$ cat config.mk
export PLATFORM = sky130hd
export DESIGN_NAME = ram_dual_burst_ctrl
export DESIGN_NICKNAME = d
export VERILOG_FILES = /design/src/rtl/ram_pkg.sv /design/src/rtl/ram_addr_ctr.sv /design/src/rtl/ram_dual_burst_ctrl.sv
export SDC_FILE = /design/constraint.sdc
export NUM_CORES = 1
export LEC_CHECK = 0
export ABC_CLOCK_PERIOD_IN_PS = 1700
export BUFFER_PORTS_ARGS = -buffer_cell sky130_fd_sc_hd__buf_2
export CAP_MARGIN = 20
export CORE_UTILIZATION = 33
export CTS_CLUSTER_SIZE = 28
export DETAILED_ROUTE_END_ITERATION = 8
export PLACE_DENSITY = 0.76
export SYNTH_ARGS = -nofsm -noshare
export SYNTH_HDL_FRONTEND = slang
export SYNTH_SLANG_ARGS = --single-unit
$ cat constraint.sdc
create_clock -name clk -period 1.7 [get_ports clk]
set_input_delay 0.17 -clock clk [delete_from_list [all_inputs] [get_ports clk]]
set_output_delay 0.17 -clock clk [all_outputs]
set_load 0.01 [all_outputs]
$ cat src/rtl/ram_pkg.sv
// Shared types and constants for the dual-bank burst RAM controller.
package ram_pkg;

  localparam int unsigned DEPTH_LOG2_DEF = 3;
  localparam int unsigned RAM_RD_LATENCY = 1;

  typedef enum logic [1:0] {
    StIdle,
    StWr,
    StRdFill,
    StRdStream
  } state_e;

endpackage

$ cat src/rtl/ram_addr_ctr.sv
// Loadable wrapping address counter; exposes current and incremented value.
module ram_addr_ctr #(
  parameter int unsigned AW = 3
) (
  input  logic          clk_i,
  input  logic          rst_i,
  input  logic          load_i,
  input  logic [AW-1:0] load_val_i,
  input  logic          inc_i,
  output logic [AW-1:0] cnt_o,
  output logic [AW-1:0] cnt_next_o
);

  logic [AW-1:0] cnt_q, cnt_d;

  // Natural AW-bit overflow gives the modulo 2**AW wrap.
  assign cnt_next_o = cnt_q + AW'(1);
  assign cnt_o      = cnt_q;

  always_comb begin
    cnt_d = cnt_q;
    if (load_i) begin
      cnt_d = load_val_i;
    end else if (inc_i) begin
      cnt_d = cnt_next_o;
    end
  end

  always_ff @(posedge clk_i) begin
    if (rst_i) begin
      cnt_q <= '0;
    end else begin
      cnt_q <= cnt_d;
    end
  end

endmodule

$ cat src/rtl/ram_dual_burst_ctrl.sv
// Burst sequencer driving a synchronous dual-bank RAM with 1-cycle read latency.
module ram_dual_burst_ctrl
  import ram_pkg::*;
#(
  parameter int unsigned WIDTH      = 8,
  parameter int unsigned DEPTH_LOG2 = DEPTH_LOG2_DEF
) (
  input  logic                  clk,
  input  logic                  rst,
  input  logic                  cmd_valid,
  output logic                  cmd_ready,
  input  logic                  cmd_wr,
  input  logic [DEPTH_LOG2-1:0] cmd_addr_a,
  input  logic [DEPTH_LOG2-1:0] cmd_addr_b,
  input  logic [DEPTH_LOG2-1:0] cmd_len,
  input  logic                  wr_valid,
  output logic                  wr_ready,
  input  logic [WIDTH-1:0]      wr_data_a,
  input  logic [WIDTH-1:0]      wr_data_b,
  output logic                  rd_valid,
  input  logic                  rd_ready,
  output logic [WIDTH-1:0]      rd_data_a,
  output logic [WIDTH-1:0]      rd_data_b,
  output logic                  busy,
  output logic [DEPTH_LOG2-1:0] ram_addr_a,
  output logic [DEPTH_LOG2-1:0] ram_addr_b,
  output logic                  ram_we,
  output logic [WIDTH-1:0]      ram_din_a,
  output logic [WIDTH-1:0]      ram_din_b,
  input  logic [WIDTH-1:0]      ram_dout_a,
  input  logic [WIDTH-1:0]      ram_dout_b
);

  state_e                state_q, state_d;
  logic [DEPTH_LOG2-1:0] beat_q, beat_d;
  logic                  ctr_load, ctr_inc, addr_use_next;
  logic [DEPTH_LOG2-1:0] cnt_a, cnt_a_next, cnt_b, cnt_b_next;

  ram_addr_ctr #(
    .AW (DEPTH_LOG2)
  ) u_ctr_a (
    .clk_i      (clk),
    .rst_i      (rst),
    .load_i     (ctr_load),
    .load_val_i (cmd_addr_a),
    .inc_i      (ctr_inc),
    .cnt_o      (cnt_a),
    .cnt_next_o (cnt_a_next)
  );

  ram_addr_ctr #(
    .AW (DEPTH_LOG2)
  ) u_ctr_b (
    .clk_i      (clk),
    .rst_i      (rst),
    .load_i     (ctr_load),
    .load_val_i (cmd_addr_b),
    .inc_i      (ctr_inc),
    .cnt_o      (cnt_b),
    .cnt_next_o (cnt_b_next)
  );

  always_comb begin
    state_d       = state_q;
    beat_d        = beat_q;
    cmd_ready     = 1'b0;
    wr_ready      = 1'b0;
    rd_valid      = 1'b0;
    ram_we        = 1'b0;
    busy          = 1'b1;
    ctr_load      = 1'b0;
    ctr_inc       = 1'b0;
    addr_use_next = 1'b0;

    unique case (state_q)
      StIdle: begin
        busy      = 1'b0;
        cmd_ready = 1'b1;
        if (cmd_valid) begin
          ctr_load = 1'b1;
          beat_d   = cmd_len;
          state_d  = cmd_wr ? StWr : StRdFill;
        end
      end
      StWr: begin
        wr_ready = 1'b1;
        ram_we   = wr_valid;
        if (wr_valid) begin
          ctr_inc = 1'b1;
          if (beat_q == '0) begin
            state_d = StIdle;
          end else begin
            beat_d = beat_q - DEPTH_LOG2'(1);
          end
        end
      end
      StRdFill: begin
        state_d = StRdStream;
      end
      StRdStream: begin
        rd_valid = 1'b1;
        // Present the next address on a handshake so data streams 1 beat/cycle.
        if (rd_ready) begin
          ctr_inc       = 1'b1;
          addr_use_next = 1'b1;
          if (beat_q == '0) begin
            state_d = StIdle;
          end else begin
            beat_d = beat_q - DEPTH_LOG2'(1);
          end
        end
      end
      default: begin
        state_d = StIdle;
      end
    endcase

    // A reset arriving mid-burst must not commit the beat on offer.
    if (rst) begin
      ram_we = 1'b0;
    end
  end

  always_ff @(posedge clk) begin
    if (rst) begin
      state_q <= StIdle;
      beat_q  <= '0;
    end else begin
      state_q <= state_d;
      beat_q  <= beat_d;
    end
  end

  assign ram_addr_a = addr_use_next ? cnt_a_next : cnt_a;
  assign ram_addr_b = addr_use_next ? cnt_b_next : cnt_b;
  assign ram_din_a  = wr_data_a;
  assign ram_din_b  = wr_data_b;
  assign rd_data_a  = ram_dout_a;
  assign rd_data_b  = ram_dout_b;

endmodule

## After elaboration in Yosys (flattened, before gate mapping)

Cells that the tools add are included.

- $add $sub $neg: 3
- Eq/ne operators: 6
- Mux-type cells: 29
- Reduce and logical (&&, ||, !) cells: 6

Operators with widths:

| cell | count |
|---|---|
| 3-bit two-way mux | 10 |
| 1-bit two-way mux | 11 |
| 2-bit two-way mux | 5 |
| 3-bit one-hot mux with 3 select lines | 1 |
| 2-bit one-hot mux with 4 select lines | 1 |
| 3-bit by 1-bit adder with 3-bit output (second input constant) | 2 |
| 2-bit != test (second input constant) | 3 |
| 2-bit equality test (second input constant) | 2 |
| 4-bit AND reduction | 1 |
| 3-bit logical NOT | 1 |
| 3-bit AND reduction | 1 |
| 3-bit nonzero test | 1 |
| 3-bit by 1-bit subtractor with 3-bit output (second input constant) | 1 |
| 2-bit by 1-bit equality test with 1-bit output (second input constant) | 1 |
| 2-bit logical NOT | 1 |
| 1-bit one-hot mux with 2 select lines | 1 |
| 2-bit nonzero test | 1 |

- Register bits after elaboration: 11
- Bits of input ports: 47
- Output and inout port bits: 43
- Word-level logic and storage cells: 48

## Longest topological paths before layout

- Depth in word-level cells: 4
- Depth in mapped cells: 7
- Mapped depth without buffers: 7

## Modules after synthesis

From an unflattened synthesis, not the netlist that was laid out.

- Cells, all modules: 116
- Area total of the unflattened synthesis: 1039.7 sq um

By module, submodules not included:

| module | times used | cells each | area each (sq um) | seq. area each (sq um) |
|---|---|---|---|---|
| ram_dual_burst_ctrl | 1 | 82 | 696.9 | 100.1 |
| ram_addr_ctr | 2 | 17 | 171.4 | 60.1 |

## Worst setup path after synthesis

No wires, ideal clock.

- Kind: register to register
- Start point: register beat_q[0]
- End point: register beat_q[0]
- Library setup time: 131 ps
- Arrival: 1441 ps
- Required time: 1569 ps
- Path slack: 127 ps
- Cell stages (with the launch flop): 8
- Buffers on the path: 0
- Clock period less this slack: 1573 ps
- Path through: dfxtp_1 -> inv_1 -> ha_1 -> ha_1 -> nand3b_1 -> a21oi_1 -> o21ai_0 -> nor3b_1

- Longest elaborated chain between the ends: 4
- Elaborated cells on any way between the ends: 6
- Classes of those cells: add/sub: 1; mux: 4; reduce/logical: 1

Ends and longest elaborated chain:

| element | line | text |
|---|---|---|
| start, declared | ram_dual_burst_ctrl.sv:35 | `logic [DEPTH_LOG2-1:0] beat_q, beat_d;` |
| start signal, assigned | ram_dual_burst_ctrl.sv:130 | `beat_q <= beat_d;` |
| 3-bit by 1-bit subtractor with 3-bit output / 3-bit logical NOT (equally long branches) | n/a |  |
| 3-bit two-way mux * | ram_dual_burst_ctrl.sv:90, ram_dual_burst_ctrl.sv:106 |  |
| 3-bit two-way mux (on tied branches) | ram_dual_burst_ctrl.sv:103, ram_dual_burst_ctrl.sv:88 |  |
| 3-bit one-hot mux with 3 select lines * | ram_dual_burst_ctrl.sv:75 | `unique case (state_q)` |

Mark *: on every way between the ends. The rest lies on a longest branch, timed or not. The select of a mux whose other input is x is not followed.
A chain may end at the register's enable or synchronous reset.

## Worst setup path in the final report

- Start point: register beat_q[0]
- End point: register beat_q[1]

The elaborated chain is that of the path after synthesis.

==> summary.json <==
{
  "outcome": "finished clean",
  "post_synthesis_sequential_area_ratio_pct": 22.39,
  "finalWorstSetupSlack_ps": 136.3,
  "area_growth_pct": -3.562,
  "setup.worst_path.end_class": "register",
  "clock_latency_reported_for_the_late_side_of_the_worst_skew_pair_ps": 260,
  "max-slew-margin-rel_pct": 67.74,
  "routed-wl-met3_um": 246,
  "post_synth_xor_area_fraction_pct": 3.562,
  "dpl_worst_slack_ps": 114.1,
  "number_of_standard_cells_after_synthesis": 126,
  "grt_pass1_wl_mm": 3.022,
  "yosys.area_share.adder_pct": 5.089,
  "routed.top_layer": "met4",
  "wl_per_cell_um": 12.52,
  "cts_inserted_buffers": 3,
  "global_route_usage_sum_pct": 11.97,
  "timing_max_transition_violations_final": 0,
  "layout_min_cycle_time_ps": 1564,
  "grt_pass1_vias": 680,
  "timing.fmax_mhz": 639.5,
  "most_frequent_cells_in_the_layout": "buf_2 (25), nand2_1 (10), dfxtp_1 (10), inv_1 (7)",
  "ios": 90,
  "cellPowerDensity_mw_per_mm2": 932.5,
  "final.period_utilization_pct": 91.98,
  "cts.sink_count": 11,
  "drv_cap": 0,
  "finalHoldWorstSlack_ps": 181.7,
  "die_height_um": 56.59,
  "die_area_sq_mm": 0.003202,
  "via_count": 760,
  "path_class": "register to register",
  "synth_enable_flop_cells": 0,
  "most_common_cell_after_layout_fill_and_taps_aside": "buf_2",
  "finalSetupViolations": 0,
  "ys_dominant_reg_cell": "dfxtp_1",
  "placementRows": 19,
  "gp_congestion": 0.7563,
  "drive_gt1_share_pct": 29.03,
  "async_flop_share_pct": 0,
  "num-fill-cells": 301,
  "timing_worst_slew_pin_value_ps": 480.6,
  "crit_fanout": 6,
  "finish.cell_count_without_fillers": 155,
  "synth.area.mux_share_pct": 6.107,
  "hold_path_class": "primary input to register",
  "die_boundary_width_um": 56.59,
  "first_iter_violations": 9,
  "hold_viol": 0,
  "post_synth_num_cell_types": 28,
  "nNetsFinal": 176,
  "post-place-cells": 151,
  "ant_nets": 0,
  "total_number_of_h_tree_levels": 1,
  "setup_repair_after_global_routing_missed_its_margin": "no",
  "setup.worst_path.start_class": "register",
  "drt-vias-per-instance": 4.903,
  "grt_max_degree": 14,
  "clk_pin_slew_ps": 70,
  "synth_compound_gate_area_share_pct": 12.47,
  "skew_ps": 3.424,
  "ctsLongestPathBuffers": 2,
  "mappedNetlistNets": 177,
  "cts.repair_timing.setup_buffer_count": 0,
  "post_synth.cell_area_avg_sq_um": 7.805,
  "cts_tree": "done",
  "hpwlAfterDp_mm": 1.567,
  "synth.ff_latch_count": 11,
  "synth_top_family_by_area": "buffers and inverters",
  "core_sq_mm": 0.002781,
  "clockRootBuffer": "clkbuf_4",
  "ir_worst_vdd_mv": 0.3240,
  "met2_wirelength_um": 865,
  "crit_required_ps": 1850,
  "yosys_warnings": 0,
  "number_of_antenna_violations_at_the_first_check_in_global_routing": 0,
  "starting_density_of_the_core_pct": 35.36,
  "cellLeakagePower_nw": 0.4390,
  "drt_pre_antenna_iters": 4,
  "synthesis.area_sq_um": 983.4,
  "drc": 0,
  "antenna_cells_inserted": 0,
  "totalWireLength_mm": 1.941,
  "critical_path_arrival_ps": 1710,
  "portBuffers": 25,
  "detail_route.wirelength.met1_um": 815,
  "simple_gate_share_of_the_synthesized_area_pct": 20.61,
  "overflow": 0,
  "final_sum_of_negative_setup_slack_ps": 0
}
synth_stat cells, types with 2 or more instances:
master    count  share of area, %
buf_4        35                27
dfxtp_1      11                22
nand2_1      10               3.8
inv_1         7               2.7
nor2_1        7               2.7
a21oi_1       6               3.1
mux2i_1       6               6.1
nor3b_1       5               3.8
o21ai_0       5               2.5
ha_1          4               5.1
nor3_1        4               2.0
xnor2_1       4               3.6
a211oi_1      3               2.3
a22oi_1       2               1.5
and2_1        2               1.3
and3_1        2               1.3
or3_1         2               1.3
flip-flops by register name, summed over array words and instances, names as in the netlist:
| name | cells |
|---|---|
| u_ctr_b.cnt_o | 3 |
| beat_q | 3 |
| state_q | 2 |
| u_ctr_a.cnt_o | 3 |
per-layer routing:
layer  vias up  track usage, %
li1        390               -
met1       335           14.81
met2        31           17.98
met3         4           5.991
met4         0           3.833
met5         -               0
final cells by class:
| cell class | instances | area, sq um | share of cell area (%) |
|---|---|---|---|
| Clock buffer | 4 | 26.28 | 2.770 |
| Inverter | 7 | 26.28 | 2.770 |
| Multi-Input combinational cell | 72 | 473.0 | 49.87 |
| Sequential cell | 11 | 221.5 | 23.35 |
| Tap cell | 31 | 38.79 | 4.090 |
| Timing Repair Buffer | 30 | 162.7 | 17.15 |
critical path, stage by stage, from the launching register on:
cell and delay, ps:
dfxtp_1 330, inv_1 50, ha_1 200, ha_1 200, nand3b_1 150, a21oi_1 150, buf_4 150, o21ai_0 80
nor3b_1 140
where the power goes:
part	switching, W	internal, W
clock network	0.0000841	0.0000906
logic	0.000188	0.000182
registers	0.0000394	0.000300
what timing repair did:
action	CTS	global route
setup endpoints to repair	0	6
gates resized for setup	0	2
hold buffers	0	0
path summary, 6_finish.rpt:
path                         start                to  slack (ps)  cells after the start
hold reg to reg   u_ctr_b.cnt_o[2]  u_ctr_b.cnt_o[2]         510                      2
hold / removal              cmd_wr        state_q[0]         180                      3
setup / recovery         beat_q[0]         beat_q[1]         140                      8
setup reg to reg         beat_q[0]         beat_q[1]         140                      8
cell families (layout without fill, tap and decap cells):
family / after synthesis / in the layout
fa+ha+maj: 4 / 4
compound gates: 20 / 20
buf+inv: 43 / 41
mux: 6 / 6
simple gates: 38 / 38
xor+xnor: 4 / 4
flops: 11 / 11
through the flow:
step	util, %	total power [W]	instance area (sq um)
after floorplan	-	0.0006727	983.4
after global routing	34.10	0.0009571	948.4
final	34.10	0.0008844	948.4
after global placement	33.02	0.0007049	918.4
after CTS	33.96	0.0008891	944.7
after detailed placement	33.02	0.0007138	918.4
No activity file was read; power rests on OpenSTA's default activity.
